File: src/rtl/sigmoid_arbiter.sv
// Round-robin arbiter sharing one sigmoid activation unit among N requesters.
// The grant is held across the full forward (and optional training) transaction.
module sigmoid_arbiter #(
  parameter int N     = 4,
  parameter int PTR_W = (N > 1) ? $clog2(N) : 1
) (
  input  logic              clk,
  input  logic              rst,
  input  logic              train,
  input  logic [N-1:0]      req_arg_stb,
  input  logic [16*N-1:0]   req_arg_dat,
  output logic [N-1:0]      req_arg_rdy,
  output logic [N-1:0]      req_res_stb,
  output logic [7:0]        req_res_dat,
  input  logic [N-1:0]      req_res_rdy,
  input  logic [N-1:0]      req_err_stb,
  input  logic [16*N-1:0]   req_err_dat,
  output logic [N-1:0]      req_err_rdy,
  output logic [N-1:0]      req_fbk_stb,
  output logic [15:0]       req_fbk_dat,
  input  logic [N-1:0]      req_fbk_rdy,
  output logic [N-1:0]      gnt,
  output logic              busy,
  output logic              act_en,
  output logic              act_arg_stb,
  output logic [15:0]       act_arg_dat,
  input  logic              act_arg_rdy,
  input  logic              act_res_stb,
  input  logic [7:0]        act_res_dat,
  output logic              act_res_rdy,
  output logic              act_err_stb,
  output logic [15:0]       act_err_dat,
  input  logic              act_err_rdy,
  input  logic              act_fbk_stb,
  input  logic [15:0]       act_fbk_dat,
  output logic              act_fbk_rdy
);

  typedef enum logic [2:0] {
    IDLE = 3'd0,
    ARG  = 3'd1,
    RES  = 3'd2,
    ERR  = 3'd3,
    FBK  = 3'd4
  } state_e;

  state_e             state_q, state_d;
  logic [N-1:0]       gnt_q, gnt_d;
  logic [PTR_W-1:0]   idx_q, idx_d;
  logic [PTR_W-1:0]   ptr_q, ptr_d;
  logic               mode_q, mode_d;

  logic [PTR_W-1:0]   sel_s;
  logic [PTR_W-1:0]   cand_s;
  logic               found_s;
  logic [PTR_W-1:0]   ptr_wrap_s;
  logic [15:0]        arg_sel_s;
  logic [15:0]        err_sel_s;

  // First requesting index at or after ptr, wrapping modulo N.
  always_comb begin
    sel_s   = ptr_q;
    cand_s  = ptr_q;
    found_s = 1'b0;
    for (int k = 0; k < N; k++) begin
      cand_s = PTR_W'((int'(ptr_q) + k) % N);
      if (!found_s && req_arg_stb[cand_s]) begin
        found_s = 1'b1;
        sel_s   = cand_s;
      end else begin
        sel_s   = sel_s;
      end
    end
  end

  always_comb begin
    arg_sel_s = 16'h0000;
    err_sel_s = 16'h0000;
    for (int i = 0; i < N; i++) begin
      if (idx_q == PTR_W'(i)) begin
        arg_sel_s = req_arg_dat[16*i +: 16];
        err_sel_s = req_err_dat[16*i +: 16];
      end else begin
        arg_sel_s = arg_sel_s;
        err_sel_s = err_sel_s;
      end
    end
  end

  assign ptr_wrap_s = (idx_q == PTR_W'(N - 1)) ? {PTR_W{1'b0}} : idx_q + PTR_W'(1);

  // Next state and owner-steered handshakes; everything outside the live channel stays 0.
  always_comb begin
    state_d     = state_q;
    gnt_d       = gnt_q;
    idx_d       = idx_q;
    ptr_d       = ptr_q;
    mode_d      = mode_q;
    req_arg_rdy = {N{1'b0}};
    req_res_stb = {N{1'b0}};
    req_err_rdy = {N{1'b0}};
    req_fbk_stb = {N{1'b0}};
    act_arg_stb = 1'b0;
    act_arg_dat = 16'h0000;
    act_res_rdy = 1'b0;
    act_err_stb = 1'b0;
    act_err_dat = 16'h0000;
    act_fbk_rdy = 1'b0;
    case (state_q)
      IDLE: begin
        if (|req_arg_stb) begin
          state_d = ARG;
          gnt_d   = N'(1) << sel_s;
          idx_d   = sel_s;
          mode_d  = train;
        end else begin
          state_d = IDLE;
        end
      end
      ARG: begin
        act_arg_stb = |(req_arg_stb & gnt_q);
        act_arg_dat = arg_sel_s;
        req_arg_rdy = gnt_q & {N{act_arg_rdy}};
        if (act_arg_stb && act_arg_rdy) begin
          state_d = RES;
        end else begin
          state_d = ARG;
        end
      end
      RES: begin
        req_res_stb = gnt_q & {N{act_res_stb}};
        act_res_rdy = |(req_res_rdy & gnt_q);
        if (act_res_stb && act_res_rdy && mode_q) begin
          state_d = ERR;
        end else if (act_res_stb && act_res_rdy) begin
          state_d = IDLE;
          gnt_d   = {N{1'b0}};
          ptr_d   = ptr_wrap_s;
        end else begin
          state_d = RES;
        end
      end
      ERR: begin
        act_err_stb = |(req_err_stb & gnt_q);
        act_err_dat = err_sel_s;
        req_err_rdy = gnt_q & {N{act_err_rdy}};
        if (act_err_stb && act_err_rdy) begin
          state_d = FBK;
        end else begin
          state_d = ERR;
        end
      end
      FBK: begin
        req_fbk_stb = gnt_q & {N{act_fbk_stb}};
        act_fbk_rdy = |(req_fbk_rdy & gnt_q);
        if (act_fbk_stb && act_fbk_rdy) begin
          state_d = IDLE;
          gnt_d   = {N{1'b0}};
          ptr_d   = ptr_wrap_s;
        end else begin
          state_d = FBK;
        end
      end
      default: begin
        state_d = state_e'(3'bxxx);
        gnt_d   = {N{1'b0}};
      end
    endcase
  end

  // State, grant, pointer and mode registers with synchronous active-low reset.
  always_ff @(posedge clk) begin
    if (!rst) begin
      state_q <= IDLE;
      gnt_q   <= {N{1'b0}};
      idx_q   <= {PTR_W{1'b0}};
      ptr_q   <= {PTR_W{1'b0}};
      mode_q  <= 1'b0;
    end else begin
      state_q <= state_d;
      gnt_q   <= gnt_d;
      idx_q   <= idx_d;
      ptr_q   <= ptr_d;
      mode_q  <= mode_d;
    end
  end

  assign gnt         = gnt_q;
  assign busy        = (state_q != IDLE);
  assign act_en      = mode_q;
  assign req_res_dat = act_res_dat;
  assign req_fbk_dat = act_fbk_dat;

endmodule

File: config.mk
export PLATFORM = sky130hd
export DESIGN_NAME = sigmoid_arbiter
export DESIGN_NICKNAME = d
export VERILOG_FILES = /design/src/rtl/sigmoid_arbiter.sv
export SDC_FILE = /design/constraint.sdc
export NUM_CORES = 1
export LEC_CHECK = 0
export ABC_CLOCK_PERIOD_IN_PS = 3500
export BUFFER_PORTS_ARGS = -buffer_cell sky130_fd_sc_hd__buf_2
export CORE_AREA = 2 2 99 101
export CTS_CLUSTER_SIZE = 14
export DETAILED_ROUTE_END_ITERATION = 16
export DIE_AREA = 0 0 101 103
export MAX_ROUTING_LAYER = met4
export SYNTH_ARGS = -nofsm -noshare
export SYNTH_HDL_FRONTEND = slang
export SYNTH_SLANG_ARGS = --single-unit
File: constraint.sdc
create_clock -name clk -period 3.5 [get_ports clk]
set_clock_uncertainty 0.15 [all_clocks]
set_input_delay 0.35 -clock clk [delete_from_list [all_inputs] [get_ports clk]]
set_output_delay 0.35 -clock clk [all_outputs]
set_load 0.01 [all_outputs]
Word level (Yosys, flattened, before mapping)

Index checks and enable logic that the tools add are counted.

Register bits after elaboration: 12
Output and inout bits: 82

Add/subtract/negate cells: 4
Bitwise operators: 9
Reduce and logical (&&, ||, !) cells: 24
Order comparisons: 4
Equal/unequal tests: 11
Multiplexer cells: 49
Shifts and indexed selects: 1

Operator list:

| cell                                                                          | number |
|---|---|
| 16-bit two-way mux                                                            | 10 |
| 4-bit bitwise AND                                                             | 8 |
| 4-bit two-way mux                                                             | 8 |
| 2-bit two-way mux                                                             | 10 |
| 4-bit OR reduction                                                            | 5 |
| 4-bit case mux with 4 select lines                                            | 1 |
| 3-bit case mux with 5 select lines                                            | 1 |
| 2-bit by 3-bit less-than comparator with 1-bit output (second input constant) | 4 |
| 1-bit two-way mux                                                             | 12 |
| 1-bit binary-select mux with 2-bit select                                     | 4 |
| 1-bit logical AND                                                             | 8 |
| 2-bit != test (second input constant)                                         | 4 |
| 3-bit by 2-bit == test with 1-bit output (second input constant)              | 2 |
| 3-bit two-way mux                                                             | 2 |
| 5-bit AND reduction                                                           | 1 |
| 2-bit by 1-bit adder with 2-bit output (second input constant)                | 2 |
| 2-bit adder (second input constant)                                           | 2 |
| 2-bit == test (second input constant)                                         | 2 |
| 2-bit case mux with 2 select lines                                            | 1 |
| 4-bit AND reduction                                                           | 1 |
| 1-bit by 2-bit << shifter with 4-bit output (first input constant)            | 1 |
| 3-bit by 1-bit == test with 1-bit output (second input constant)              | 1 |
| 3-bit == test (second input constant)                                         | 1 |
| 1-bit zero test                                                               | 3 |
| other kinds (8)                                                               | 8 |

Depth between registers and ports, before layout

Depth in word-level cells: 15
Gate-level depth with buffers: 8
Mapped depth without buffers: 6

Worst setup path before layout

OpenSTA, ideal clock, no wires.

Path kind: register to output
Start: register idx_q[1]
End: output port act_arg_dat[10]
Buffers on the path: 2
Stages on the path, launching flop included: 9
Slack: 1.313 ns
Data required time: 3.000 ns
Arrival time: 1.687 ns
Cell sequence: dfxtp_1 inv_1 ha_1 clkbuf_1 nor2b_1 buf_2 a221oi_1 a211o_1 a21oi_1

Word-level cells in the longest chain between the ends: 6
Elaborated cells on any way between the ends: 9
Classes of those cells: eq/ne: 3; mux: 5; reduce/logical: 1

Ends and longest elaborated chain:

| what                             | line | text |
|---|---|---|
| from (decl)                      | 49   | `logic [PTR_W-1:0] idx_q, idx_d;` |
| from (signal assigned)           | 176  | `idx_q <= {PTR_W{1'b0}};` |
| from (signal assigned)           | 182  | `idx_q <= idx_d;` |
| 2-bit zero test                  | 80   | `if (idx_q == PTR_W'(i)) begin` |
| 16-bit two-way mux (3 in series) | 80   |  |
| 16-bit two-way mux *             | 80   |  |
| 16-bit two-way mux *             | 109  | `case (state_q)` |
| to (decl)                        | 26   | `output logic [15:0] act_arg_dat,` |

Every way passes the cells marked *; elsewhere a longest branch is shown, timed or not.

Worst setup path in the final report

Start: register idx_q[0]
End: output port act_arg_dat[7]

The elaborated chain is that of the path after synthesis.

==> run_results.csv <==
group,metric,value,unit
route,first_pass_iters,5,
cts,cts_tree,"yes",
sta,relSlewSlack,0.4157,
logic_synthesis,synth_warnings,0,
critical_path,path_buf_inv,3,
logic_synthesis,yosysSeqAreaShare,0.1067,
cells_and_area,fin_cells,613,
cts,cts_buffers,3,
sta,min_period_over_period,0.8121,
place,pre_cts_slack,0.9287,ns
die,fp.dieW,101,µm
grt,grt_start_max_net_pins,37,
die,die_y,103,µm
power,ir_drop,0.1898,mV
cells_and_area,antenna_cells,0,
place,gp_congestion,0.9035,
logic_synthesis,yosysTopAreaCellShare,0.1244,
cts,clk_latency,0.24,ns
sta,finalHoldViolCount,0,
grt,grt_pass1_vias,2979,
cts,clk_pin_slew,0.05,ns
critical_path,crit_type,"reg -> out",
die,rows,36,
sta,setup_tns,0,ns
route,drc,0,
critical_path,cp.arrival,2.34,ns
grt,grt-ovfl-total,0,
logic_synthesis,syn_area,0.002252,mm²
die,die_area,0.01040,mm²
sta,worst_pin_slew,0.8738,ns
sta,rsz0062_at_grt,"no",
die,ioPinCount,257,
place,placed_area,0.003198,mm²
cts,cts_root_buf,"clkbuf_8",
cts,ctsHoldBuffers,0,
logic_synthesis,async_flop_share,0,
place,hpwl,8.077,mm
grt,antenna_found_initial,0,
logic_synthesis,synth_nets,513,
place,io_buffers,208,
logic_synthesis,avgSynthCellArea,6.743,µm²
route,post_drt_wl_per_cell,16.26,µm
route,vias,3161,
critical_path,crit_required,3.00,ns
cts,cts_resized,0,
sta,setup_viol,0,
cells_and_area,final_nets,680,
logic_synthesis,ys_seq_elements,12,
job,drv_cap,0,
route,ant_nets,0,
cts,postCtsSetupBuffers,0,
cts,numClockSinks,12,
critical_path,cp_top_family,"adder cells",
route,drt-total-wl,9.967,mm
critical_path,path_max_fanout,36,
power,p_leak,0.001844,µW
cells_and_area,fin_util,0.3425,
cells_and_area,finalInstanceArea,0.003239,mm²
logic_synthesis,synthCells,334,
logic_synthesis,synth_largest_area_cell,"a211o_1",
logic_synthesis,synth-main-ff-cell,"dfxtp_1",
hold_path,hold_path.class,"in -> reg",
sta,fin_ws,0.6578,ns
die,core,0.009459,mm²
cts,htreeDepth,1,
grt,grt_pass1_wl,14.65,mm
sta,fmax,351.8,MHz
critical_path,slowest_delay,0.62,ns
sta,maxSlewViolCount,0,
critical_path,crit_path_cell_trace,"inv_1, ha_2, buf_4, a221oi_1, a211o_1, a21oi_1, buf_2",
run_status,status,"complete, no violations",
cells_and_area,area_delta_synth_final,43.83,%
route,drt-initial-drc-count,81,
critical_path,worst_setup_path_start_kind,"flop",
cts,cts_max_path_buffers,2,
sta,period_minus_slack,2.842,ns
die,start_util,0.2381,
power,pwr_density_cell,193.2,mW/mm²
logic_synthesis,synth_edf_count,0,
critical_path,crit_path_end_kind,"output pin",
cells_and_area,drive_gt1_frac,0.4609,
cells_and_area,fillers,1042,
logic_synthesis,synth_cell_type_count,47,
route,via_per_inst,5.157,
place,placed_cells,610,
critical_path,crit_slowest_cell,"ha_2",
grt,grt_usage,0.1794,
logic_synthesis,synthTopCellsByArea,"a211o_1 (12%), a221oi_1 (12%), dfxtp_1 (11%), a21oi_1 (8.9%), buf_4 (8.3%)",
==> Yosys cell counts (all sizes together), types with 3 or more instances <==
master	instances
a211o	32
a21oi	40
a221oi	31
a22oi	8
a32o	4
and2	4
and3	18
buf	30
clkbuf	22
dfxtp	12
ha	4
inv	36
nand2	42
nand3	5
nor2b	4
nor3b	3
o21ai	6
==> metal layers <==
layer  vias to the layer above  track usage  wire, µm
li1                       1549            -         -
met1                      1454       0.2117      4215
met2                       144       0.3236      4975
met3                        14      0.02305       627
met4                         0      0.04366       149
met5                         -            -         0
==> cell families (layout without fill, tap and decap cells) <==
logic type                 count (synthesis)  after routing  synth area share
adders and majority gates                  4              4           0.02222
AOI/OAI and AO/OA                        136            136            0.4467
muxes                                      2              2          0.008889
DFF                                       12             12            0.1067
and+or+nand+nor                           92             92            0.2211
buffers and inverters                     88            253            0.1944
==> area by class of cell <==
type	instances	area, µm²	area share
repair buffers	214	1099	0.3391
inverters	36	135.1	0.04172
clock buffers	3	41.29	0.01275
multi-input cells	234	1582	0.4882
flip-flops and latches	12	240.2	0.07416
well taps	114	142.6	0.04403
==> per-stage QoR <==
stage / hold WS (ns) / power (µW)
4_1_cts: 0.2247 / 629.3
5_1_grt: 0.2338 / 674.0
2_1_floorplan: 0.3068 / 378.8
6_report: 0.2262 / 626.0
3_5_place_dp: 0.3302 / 503.7
3_3_place_gp: 0.3282 / 497.5
==> layout by cell type (no fill, tap or decap), drive strengths merged, types with 3 or more instances in the layout <==
master	synthesis	layout
a211o	32	32
a21oi	40	40
a221oi	31	31
a22oi	8	8
a32o	4	4
and2	4	4
and3	18	18
buf	30	214
clkbuf	22	3
dfxtp	12	12
ha	4	4
inv	36	36
nand2	42	42
nand3	5	5
nor2b	4	4
nor3b	3	3
o21ai	6	6
==> flip-flops by register name (all words and copies together) (netlist names) <==
signal   count
gnt          4
state_q      3
idx_q        2
ptr_q        2
act_en       1
==> final timing paths <==
check                                              to                  start  cells after the start  slack (ns)
worst max-delay path                   act_arg_dat[7]  idx_q[0]$_SDFFE_PN0P_                      7        0.66
worst min register to register  ptr_q[0]$_SDFFE_PN0P_  ptr_q[0]$_SDFFE_PN0P_                      2        0.34
worst min-delay path              act_en$_SDFFE_PN0P_                  train                      3        0.23
worst max register to register  ptr_q[1]$_SDFFE_PN0P_  state_q[1]$_SDFF_PN0_                      3        1.55
==> worst reg2reg max path, stage by stage, from the launching register on <==
cell and delay, ns:
dfxtp_1 0.47, nor3b_1 0.67, a32oi_1 0.33, mux2i_1 0.19
==> report_power, final <==
group          switching, µW  internal, µW  total (µW)
Sequential              12.2           143         155
Clock                   47.9          75.6         124
Combinational            168           179         347
Total                    228           398         626
(Power assumes the default switching activity.)
